--- src/rtl/fir_pkg.sv ---
// fir_pkg: shared types and constants for the FIR coefficient loader.
// Latency: n/a (declarations only).
// Backpressure: n/a.
package fir_pkg;

  // Register map and limits of the FIR register port
  localparam logic [7:0] FIR_CTRL_ADDR = 8'hff;
  localparam int         FIR_MAX_LEN   = 255;
  localparam int         FIR_TIMEOUT   = 64;

  // Control word field positions
  localparam int BYPASS_BIT = 20;
  localparam int SHIFT_LSB  = 16;
  localparam int TAP_LSB    = 8;
  localparam int DS_LSB     = 0;

  typedef struct packed {
    logic       bypass;
    logic [3:0] shift;
    logic [7:0] tap_len;
    logic [7:0] down_sample;
  } ctrl_t;

  typedef enum logic [2:0] {
    ST_IDLE,
    ST_MUTE,
    ST_FETCH,
    ST_WR,
`ifdef FIR_COEF_VERIFY_EN
    ST_VERIFY,
`endif
    ST_CTRL,
    ST_DONE,
    ST_ERR
  } state_t;

  // Place control fields in a 32-bit register word; force_bypass mutes all channels.
  function automatic logic [31:0] ctrl_word(input ctrl_t c, input logic force_bypass);
    logic [31:0] w;
    w                   = '0;
    w[BYPASS_BIT]       = c.bypass | force_bypass;
    w[SHIFT_LSB +: 4]   = c.shift;
    w[TAP_LSB +: 8]     = c.tap_len;
    w[DS_LSB +: 8]      = c.down_sample;
    return w;
  endfunction

endpackage

--- src/rtl/fir_reg_master.sv ---
// fir_reg_master: performs one FIR register read or write per start pulse.
// Latency: strobe rises the cycle after start; ack/timeout pulses the cycle after reg_ready=1 or the TIMEOUT-th wait cycle.
// Backpressure: start is ignored while an access is in flight; the strobe always drops after completion.
module fir_reg_master #(
  parameter int TIMEOUT = 64
) (
  input  logic        clk_2,
  input  logic        rst,
  input  logic        i_start,
  input  logic        i_we,
  input  logic [7:0]  i_addr,
  input  logic [31:0] i_wdata,
  output logic        o_reg_wr,
  output logic        o_reg_rd,
  output logic [7:0]  o_reg_addr,
  output logic [31:0] o_reg_writedata,
  input  logic        i_reg_ready,
  input  logic [31:0] i_reg_readdata,
  output logic        o_ack,
  output logic        o_timeout,
  output logic [31:0] o_rdata
);

  localparam int CW = $clog2(TIMEOUT) + 1;

  logic          r_wr;
  logic          r_rd;
  logic          r_ack;
  logic          r_timeout;
  logic [7:0]    r_addr;
  logic [31:0]   r_wdata;
  logic [31:0]   r_rdata;
  logic [CW-1:0] r_cnt;
  logic          w_active;

  assign w_active = r_wr | r_rd;

  // Launch an access, wait for reg_ready, then drop the strobe; give up after TIMEOUT strobe cycles.
  always_ff @(posedge clk_2) begin
    if (rst) begin
      r_wr      <= 1'b0;
      r_rd      <= 1'b0;
      r_ack     <= 1'b0;
      r_timeout <= 1'b0;
      r_addr    <= '0;
      r_wdata   <= '0;
      r_rdata   <= '0;
      r_cnt     <= '0;
    end else begin
      r_ack     <= 1'b0;
      r_timeout <= 1'b0;
      if (w_active) begin
        if (i_reg_ready) begin
          r_wr    <= 1'b0;
          r_rd    <= 1'b0;
          r_ack   <= 1'b1;
          r_rdata <= i_reg_readdata;
        end else if (r_cnt == CW'(TIMEOUT - 1)) begin
          r_wr      <= 1'b0;
          r_rd      <= 1'b0;
          r_timeout <= 1'b1;
        end else begin
          r_cnt <= r_cnt + 1'b1;
        end
      end else if (i_start) begin
        r_wr    <= i_we;
        r_rd    <= ~i_we;
        r_addr  <= i_addr;
        r_wdata <= i_wdata;
        r_cnt   <= '0;
      end
    end
  end

  assign o_reg_wr        = r_wr;
  assign o_reg_rd        = r_rd;
  assign o_reg_addr      = r_addr;
  assign o_reg_writedata = r_wdata;
  assign o_ack           = r_ack;
  assign o_timeout       = r_timeout;
  assign o_rdata         = r_rdata;

endmodule

--- src/rtl/fir_coef_loader.sv ---
// fir_coef_loader: loads a coefficient stream into the FIR parameter RAM, muting channels while taps change.
// Latency: >= 3 clk_2 cycles per register access, plus coefficient fetch time; done pulses after the final control write.
// Backpressure: cmd_ready only in IDLE (no queueing); coef_ready pulses once per accepted word, only in FETCH.
// Option: define FIR_COEF_VERIFY_EN to read the taps back and compare an XOR signature before un-muting.
module fir_coef_loader
  import fir_pkg::*;
#(
  parameter logic [7:0] CTRL_ADDR = FIR_CTRL_ADDR,
  parameter int         MAX_LEN   = FIR_MAX_LEN,
  parameter int         TIMEOUT   = FIR_TIMEOUT
) (
  input  logic        clk_2,
  input  logic        rst,
  input  logic        i_cmd_valid,
  output logic        o_cmd_ready,
  input  logic [7:0]  i_cmd_len,
  input  logic [20:0] i_cmd_ctrl,
  input  logic        i_coef_valid,
  output logic        o_coef_ready,
  input  logic [31:0] i_coef_data,
  output logic [7:0]  o_reg_addr,
  output logic        o_reg_wr,
  output logic        o_reg_rd,
  output logic [31:0] o_reg_writedata,
  input  logic        i_reg_ready,
  input  logic [31:0] i_reg_readdata,
  output logic        o_busy,
  output logic        o_done,
  output logic        o_err,
  output logic [7:0]  o_err_addr
);

  state_t      r_state;
  state_t      w_state_nxt;
  logic [7:0]  r_len;
  logic [7:0]  r_idx;
  ctrl_t       r_ctrl;
  logic [31:0] r_coef;
  logic        r_err;
  logic [7:0]  r_err_addr;
  logic        r_issued;

  logic        w_start;
  logic        w_we;
  logic [7:0]  w_addr;
  logic [31:0] w_wdata;
  logic        w_ack;
  logic        w_tmo;
  logic [31:0] w_rdata;
  logic        w_rd;
  logic        w_last;
  logic        w_len_bad;
  logic        w_err_load;
  logic [7:0]  w_err_addr;

  assign w_last    = (r_idx == r_len - 8'd1);
  assign w_len_bad = (i_cmd_len == 8'd0) || ({1'b0, i_cmd_len} > 9'(MAX_LEN));

`ifdef FIR_COEF_VERIFY_EN
  logic [31:0] r_wxor;
  logic [31:0] r_rxor;
  logic        w_match;
  // Signature is complete once the last readback word is folded in.
  assign w_match = ((r_rxor ^ w_rdata) == r_wxor);
`endif

  fir_reg_master #(
    .TIMEOUT(TIMEOUT)
  ) u_master (
    .clk_2          (clk_2),
    .rst            (rst),
    .i_start        (w_start),
    .i_we           (w_we),
    .i_addr         (w_addr),
    .i_wdata        (w_wdata),
    .o_reg_wr       (o_reg_wr),
    .o_reg_rd       (w_rd),
    .o_reg_addr     (o_reg_addr),
    .o_reg_writedata(o_reg_writedata),
    .i_reg_ready    (i_reg_ready),
    .i_reg_readdata (i_reg_readdata),
    .o_ack          (w_ack),
    .o_timeout      (w_tmo),
    .o_rdata        (w_rdata)
  );

`ifdef FIR_COEF_VERIFY_EN
  assign o_reg_rd = w_rd;
`else
  logic w_unused_rd;
  assign o_reg_rd    = 1'b0;
  assign w_unused_rd = ^{w_rd, w_rdata};
`endif

  // State register
  always_ff @(posedge clk_2) begin
    if (rst) begin
      r_state <= ST_IDLE;
    end else begin
      r_state <= w_state_nxt;
    end
  end

  // Next state, access requests and handshake outputs
  always_comb begin
    w_state_nxt  = r_state;
    w_start      = 1'b0;
    w_we         = 1'b1;
    w_addr       = CTRL_ADDR;
    w_wdata      = '0;
    w_err_load   = 1'b0;
    w_err_addr   = CTRL_ADDR;
    o_cmd_ready  = 1'b0;
    o_coef_ready = 1'b0;
    o_done       = 1'b0;
    case (r_state)
      ST_IDLE: begin
        o_cmd_ready = 1'b1;
        if (i_cmd_valid) begin
          if (w_len_bad) begin
            w_state_nxt = ST_ERR;
            w_err_load  = 1'b1;
          end else begin
            w_state_nxt = ST_MUTE;
          end
        end
      end
      ST_MUTE: begin
        w_start = ~r_issued;
        w_wdata = ctrl_word(r_ctrl, 1'b1);
        if (w_tmo) begin
          w_state_nxt = ST_ERR;
          w_err_load  = 1'b1;
        end else if (w_ack) begin
          w_state_nxt = ST_FETCH;
        end
      end
      ST_FETCH: begin
        o_coef_ready = i_coef_valid;
        if (i_coef_valid) begin
          w_state_nxt = ST_WR;
        end
      end
      ST_WR: begin
        w_start = ~r_issued;
        w_addr  = r_idx;
        w_wdata = r_coef;
        if (w_tmo) begin
          w_state_nxt = ST_ERR;
          w_err_load  = 1'b1;
          w_err_addr  = r_idx;
        end else if (w_ack) begin
`ifdef FIR_COEF_VERIFY_EN
          w_state_nxt = w_last ? ST_VERIFY : ST_FETCH;
`else
          w_state_nxt = w_last ? ST_CTRL : ST_FETCH;
`endif
        end
      end
`ifdef FIR_COEF_VERIFY_EN
      ST_VERIFY: begin
        w_start = ~r_issued;
        w_we    = 1'b0;
        w_addr  = r_idx;
        if (w_tmo) begin
          w_state_nxt = ST_ERR;
          w_err_load  = 1'b1;
          w_err_addr  = r_idx;
        end else if (w_ack && w_last) begin
          if (w_match) begin
            w_state_nxt = ST_CTRL;
          end else begin
            w_state_nxt = ST_ERR;
            w_err_load  = 1'b1;
            w_err_addr  = r_len - 8'd1;
          end
        end
      end
`endif
      ST_CTRL: begin
        w_start = ~r_issued;
        w_wdata = ctrl_word(r_ctrl, 1'b0);
        if (w_tmo) begin
          w_state_nxt = ST_ERR;
          w_err_load  = 1'b1;
        end else if (w_ack) begin
          w_state_nxt = ST_DONE;
        end
      end
      ST_DONE: begin
        o_done      = 1'b1;
        w_state_nxt = ST_IDLE;
      end
      ST_ERR: begin
        w_state_nxt = ST_IDLE;
      end
      default: begin
        w_state_nxt = ST_IDLE;
      end
    endcase
  end

  // Command latch, tap index, coefficient holding register and error reporting
  always_ff @(posedge clk_2) begin
    if (rst) begin
      r_len      <= '0;
      r_idx      <= '0;
      r_ctrl     <= '0;
      r_coef     <= '0;
      r_err      <= 1'b0;
      r_err_addr <= '0;
      r_issued   <= 1'b0;
`ifdef FIR_COEF_VERIFY_EN
      r_wxor     <= '0;
      r_rxor     <= '0;
`endif
    end else begin
      if (w_start) begin
        r_issued <= 1'b1;
      end else if (w_ack || w_tmo) begin
        r_issued <= 1'b0;
      end
      if (w_err_load) begin
        r_err_addr <= w_err_addr;
      end
      case (r_state)
        ST_IDLE: begin
          if (i_cmd_valid) begin
            r_len  <= i_cmd_len;
            r_ctrl <= i_cmd_ctrl;
            r_err  <= 1'b0;
`ifdef FIR_COEF_VERIFY_EN
            r_wxor <= '0;
            r_rxor <= '0;
`endif
          end
        end
        ST_MUTE: begin
          if (w_ack) begin
            r_idx <= '0;
          end
        end
        ST_FETCH: begin
          if (i_coef_valid) begin
            r_coef <= i_coef_data;
          end
        end
        ST_WR: begin
          if (w_ack) begin
            r_idx <= w_last ? 8'd0 : r_idx + 8'd1;
`ifdef FIR_COEF_VERIFY_EN
            r_wxor <= r_wxor ^ r_coef;
`endif
          end
        end
`ifdef FIR_COEF_VERIFY_EN
        ST_VERIFY: begin
          if (w_ack) begin
            r_idx  <= r_idx + 8'd1;
            r_rxor <= r_rxor ^ w_rdata;
          end
        end
`endif
        ST_ERR: begin
          r_err <= 1'b1;
        end
        default: begin
        end
      endcase
    end
  end

  assign o_busy     = (r_state != ST_IDLE);
  assign o_err      = r_err;
  assign o_err_addr = r_err_addr;

endmodule

--- config.mk ---
export PLATFORM = sky130hd
export DESIGN_NAME = fir_coef_loader
export DESIGN_NICKNAME = d
export VERILOG_FILES = /design/src/rtl/fir_pkg.sv /design/src/rtl/fir_reg_master.sv /design/src/rtl/fir_coef_loader.sv
export SDC_FILE = /design/constraint.sdc
export NUM_CORES = 1
export LEC_CHECK = 0
export CAP_MARGIN = 20
export CORE_AREA = 3 3 141 88
export CTS_CLUSTER_DIAMETER = 60
export CTS_CLUSTER_SIZE = 30
export DETAILED_ROUTE_END_ITERATION = 10
export DIE_AREA = 0 0 144 91
export PLACE_DENSITY = 0.83
export SYNTH_ARGS = -nofsm -noshare
export SYNTH_HDL_FRONTEND = slang
export SYNTH_SLANG_ARGS = --single-unit
--- constraint.sdc ---
create_clock -name clk_2 -period 2.4 [get_ports clk_2]
set_input_delay 0.36 -clock clk_2 [delete_from_list [all_inputs] [get_ports clk_2]]
set_output_delay 0.36 -clock clk_2 [all_outputs]
set_load 0.03 [all_outputs]
==> run metrics <==
Fin Hold WS 0.411 ns; portion of synthesized cell area occupied by the leading cell type 0.504; gr ovfl total 0; biggest area contributors in the synthesized netlist sky130_fd_sc_hd__dfxtp_1 (50%), sky130_fd_sc_hd__nand2_1 (12%), sky130_fd_sc_hd__a21oi_1 (6.7%); primary flip-flop cell chosen by synthesis mapping sky130_fd_sc_hd__dfxtp_1; share of post-route cells with drive strength above 1 0.0932; unrepaired setup endpoints after global routing no; fill cell count 880; H-tree depth 4; post-detailed-route wirelength per cell 16.9 µm; #FFs+latches synth about 130; Critical Path End Type primary output; total number of vias 5033; portion of the post-synthesis area used by sequential elements 0.504; starting density of the core 0.467; post-synthesis instance area 5240 µm²; outcome finished, final reports clean; synthesized area divided by synthesized cell count about 8.3 µm²; buffer depth of the longest clock path 2; highest attainable clock frequency 0.437 GHz; final setup TNS 0 ns; Worst Slack Setup Final 0.114 ns; Synth top cells by count sky130_fd_sc_hd__nand2_1 (168), sky130_fd_sc_hd__dfxtp_1 (132), sky130_fd_sc_hd__a21oi_1 (70); remaining antenna violation count 0; TritonCTS clock tree done; Relative slew margins 0.627; Async S/R FF share, synth 0; HPWL after DPL 10.6 mm; wire length after detailed routing 15.2 mm; # IOs 153; data arrival at the endpoint of the critical path 1.93 ns; period utilization 0.952; final cell count without fillers 895; wire length of the first global-routing pass 24.5 mm; pre-CTS setup slack between 0.06 and 0.07 ns; sum of internal, switching and leakage power ~0.0056 W; horizontal die dimension 144 µm; kind of critical path flip-flop to primary output; buffer type at the clock tree root sky130_fd_sc_hd__clkbuf_16; final hold vios 0; CORE AREA 11200 µm²; Max Slew Vio Count 0; Worst IR Drop VDD 592 µV; chip height 91 µm; worst min-delay path category input port to flip-flop; Tot GR Track Use 0.233; TritonRoute pass-1 iters 5; number of diodes 0; worst clock skew 0.0109 ns; Pwr Density ~800 nW/µm²; DRC violations left 0; number of buffers inserted by post-CTS setup repair 0; most frequent cell after synthesis sky130_fd_sc_hd__nand2_1; post-synthesis net count 731; # rows 30; Worst-Skew Late Latency between 0.4 and 0.5 ns; setup-violating endpoint count in the final report 0; CP Data Required Time about 2 ns; total CTS buffers 17; placed cell count 863; largest net degree at the start of global routing 38; area delta synth->final 36.4%; Die Outline Area 13100 µm²; final estimated routing congestion in global placement 0.899; count of cell types in the netlist 54; Maximum Capacitance Violations 0; Clock transition at path regs 0.06 ns; via/cell ratio 5.62; Port Buffer Count between 100 and 150; number of enable flip-flop cells after synthesis 0; leakage dissipation 2.61 nW; cell taking the most area after synthesis sky130_fd_sc_hd__dfxtp_1; CTS sink cnt 132; nets 839; number of global-route vias before repair ~4900; transition time at the pin with the least slew margin 0.558 ns; highest net fanout along the worst path 17; drt initial violations 403; antenna violations before repair 0; startpoint class of the critical path flip-flop; Final Critical Period 2.29 ns; Synth warnings 0; synthesized instance count 630
[cells by family after synthesis]
family	share of synthesized area
AO/OA/AOI/OAI	0.211
XOR/XNOR	0.0267
adder cells (fa/ha/maj)	0.00716
buffers and inverters	0.0449
flip-flops	0.504
multiplexers	0.00382
other	0.000715
AND/OR/NAND/NOR	0.202
[routing by layer]
| metal | part of all wire | vias up | GRT usage |
|---|---|---|---|
| met5 | 0 | - | 0 |
| met4 | 0.010 | 0 | 0.0603 |
| met3 | 0.10 | 21 | 0.0684 |
| met2 | 0.45 | 234 | 0.355 |
| met1 | 0.44 | 2385 | 0.324 |
| li1 | - | 2393 | - |
[cell usage in the layout, fill, tap and decap left out, types with 3 or more instances in the layout]
master | netlist | routed
sky130_fd_sc_hd__nor2b_1 | 3 | 3
sky130_fd_sc_hd__ha_1 | 3 | 3
sky130_fd_sc_hd__buf_4 | 3 | 16
sky130_fd_sc_hd__nand2_1 | 168 | 168
sky130_fd_sc_hd__xor2_1 | 12 | 12
sky130_fd_sc_hd__a21oi_1 | 70 | 69
sky130_fd_sc_hd__nand3_1 | 4 | 4
sky130_fd_sc_hd__a32o_1 | 3 | 3
sky130_fd_sc_hd__o21ai_0 | 27 | 27
sky130_fd_sc_hd__nor2_1 | 37 | 35
sky130_fd_sc_hd__or2_2 | 3 | 3
sky130_fd_sc_hd__nor2_2 | 1 | 3
sky130_fd_sc_hd__clkinv_4 | 0 | 4
sky130_fd_sc_hd__xnor2_1 | 4 | 4
sky130_fd_sc_hd__inv_6 | 0 | 6
sky130_fd_sc_hd__nand4_1 | 6 | 6
sky130_fd_sc_hd__nor3_1 | 10 | 8
sky130_fd_sc_hd__a22oi_1 | 20 | 20
sky130_fd_sc_hd__dfxtp_1 | 132 | 132
sky130_fd_sc_hd__clkdlybuf4s50_1 | 0 | 116
sky130_fd_sc_hd__inv_1 | 12 | 12
sky130_fd_sc_hd__a22o_1 | 12 | 12
sky130_fd_sc_hd__and3_1 | 3 | 3
sky130_fd_sc_hd__o221a_2 | 8 | 8
sky130_fd_sc_hd__a211oi_1 | 10 | 10
sky130_fd_sc_hd__clkbuf_16 | 0 | 17
[repair_timing]
item / 4_1_cts / 5_1_grt
endpoints found under the setup margin: 1 / 0
hold endpoints to repair: 0 / 0
resized for setup: 1 / 0
hold buffers: 0 / 0
[metrics by stage]
step                      area, µm²  utilization
after floorplan                5250            -
after global placement         6550        0.583
after detailed placement       6550        0.583
after CTS                      7150        0.637
after global routing           7150        0.637
final                          7150        0.637
[where the power goes]
part           internal [W]  leakage (nW)  switching, W
registers           0.00227          1.07     0.0000614
clock network       0.00159         0.295       0.00104
logic              0.000263          1.25      0.000363
total               0.00412          2.61       0.00147
[critical path: stages, from the launching register on]
cell	delay, ns
sky130_fd_sc_hd__dfxtp_1	0.33
sky130_fd_sc_hd__buf_4	0.20
sky130_fd_sc_hd__nor3_2	0.24
sky130_fd_sc_hd__clkdlybuf4s50_1	0.74
[worst paths after layout]
check / from / end / slack, ns / cells after the start
max: r_state[2]$_SDFFE_PP0P_ / o_cmd_ready / 0.11 / 3
max reg2reg: r_state[0]$_SDFFE_PP0P_ / u_master.r_cnt[4]$_SDFFE_PP0P_ / 0.22 / 5
min: rst / u_master.o_reg_addr[6]$_SDFFE_PP0P_ / 0.41 / 2
min reg2reg: u_master.r_cnt[6]$_SDFFE_PP0P_ / u_master.r_cnt[6]$_SDFFE_PP0P_ / 0.44 / 1
[flip-flops by register name, summed over array words and instances, names as in the netlist, 3 cells and up]
signal,count
o_err_addr,8
r_coef,32
r_ctrl,21
r_idx,8
r_len,8
r_state,3
u_master.o_reg_addr,8
u_master.o_reg_writedata,32
u_master.r_cnt,7
[final cells by class]
class                      instances  area [µm²]  area share
clock buffer                      18         439      0.0614
clock inverter                    14         166      0.0233
inverter                          12        45.0     0.00630
multi-input combinational        441        2380       0.333
sequential                       132        2640       0.369
tap                              144         180      0.0252
timing repair buffer             134        1290       0.181
(Power assumes the default switching activity.)
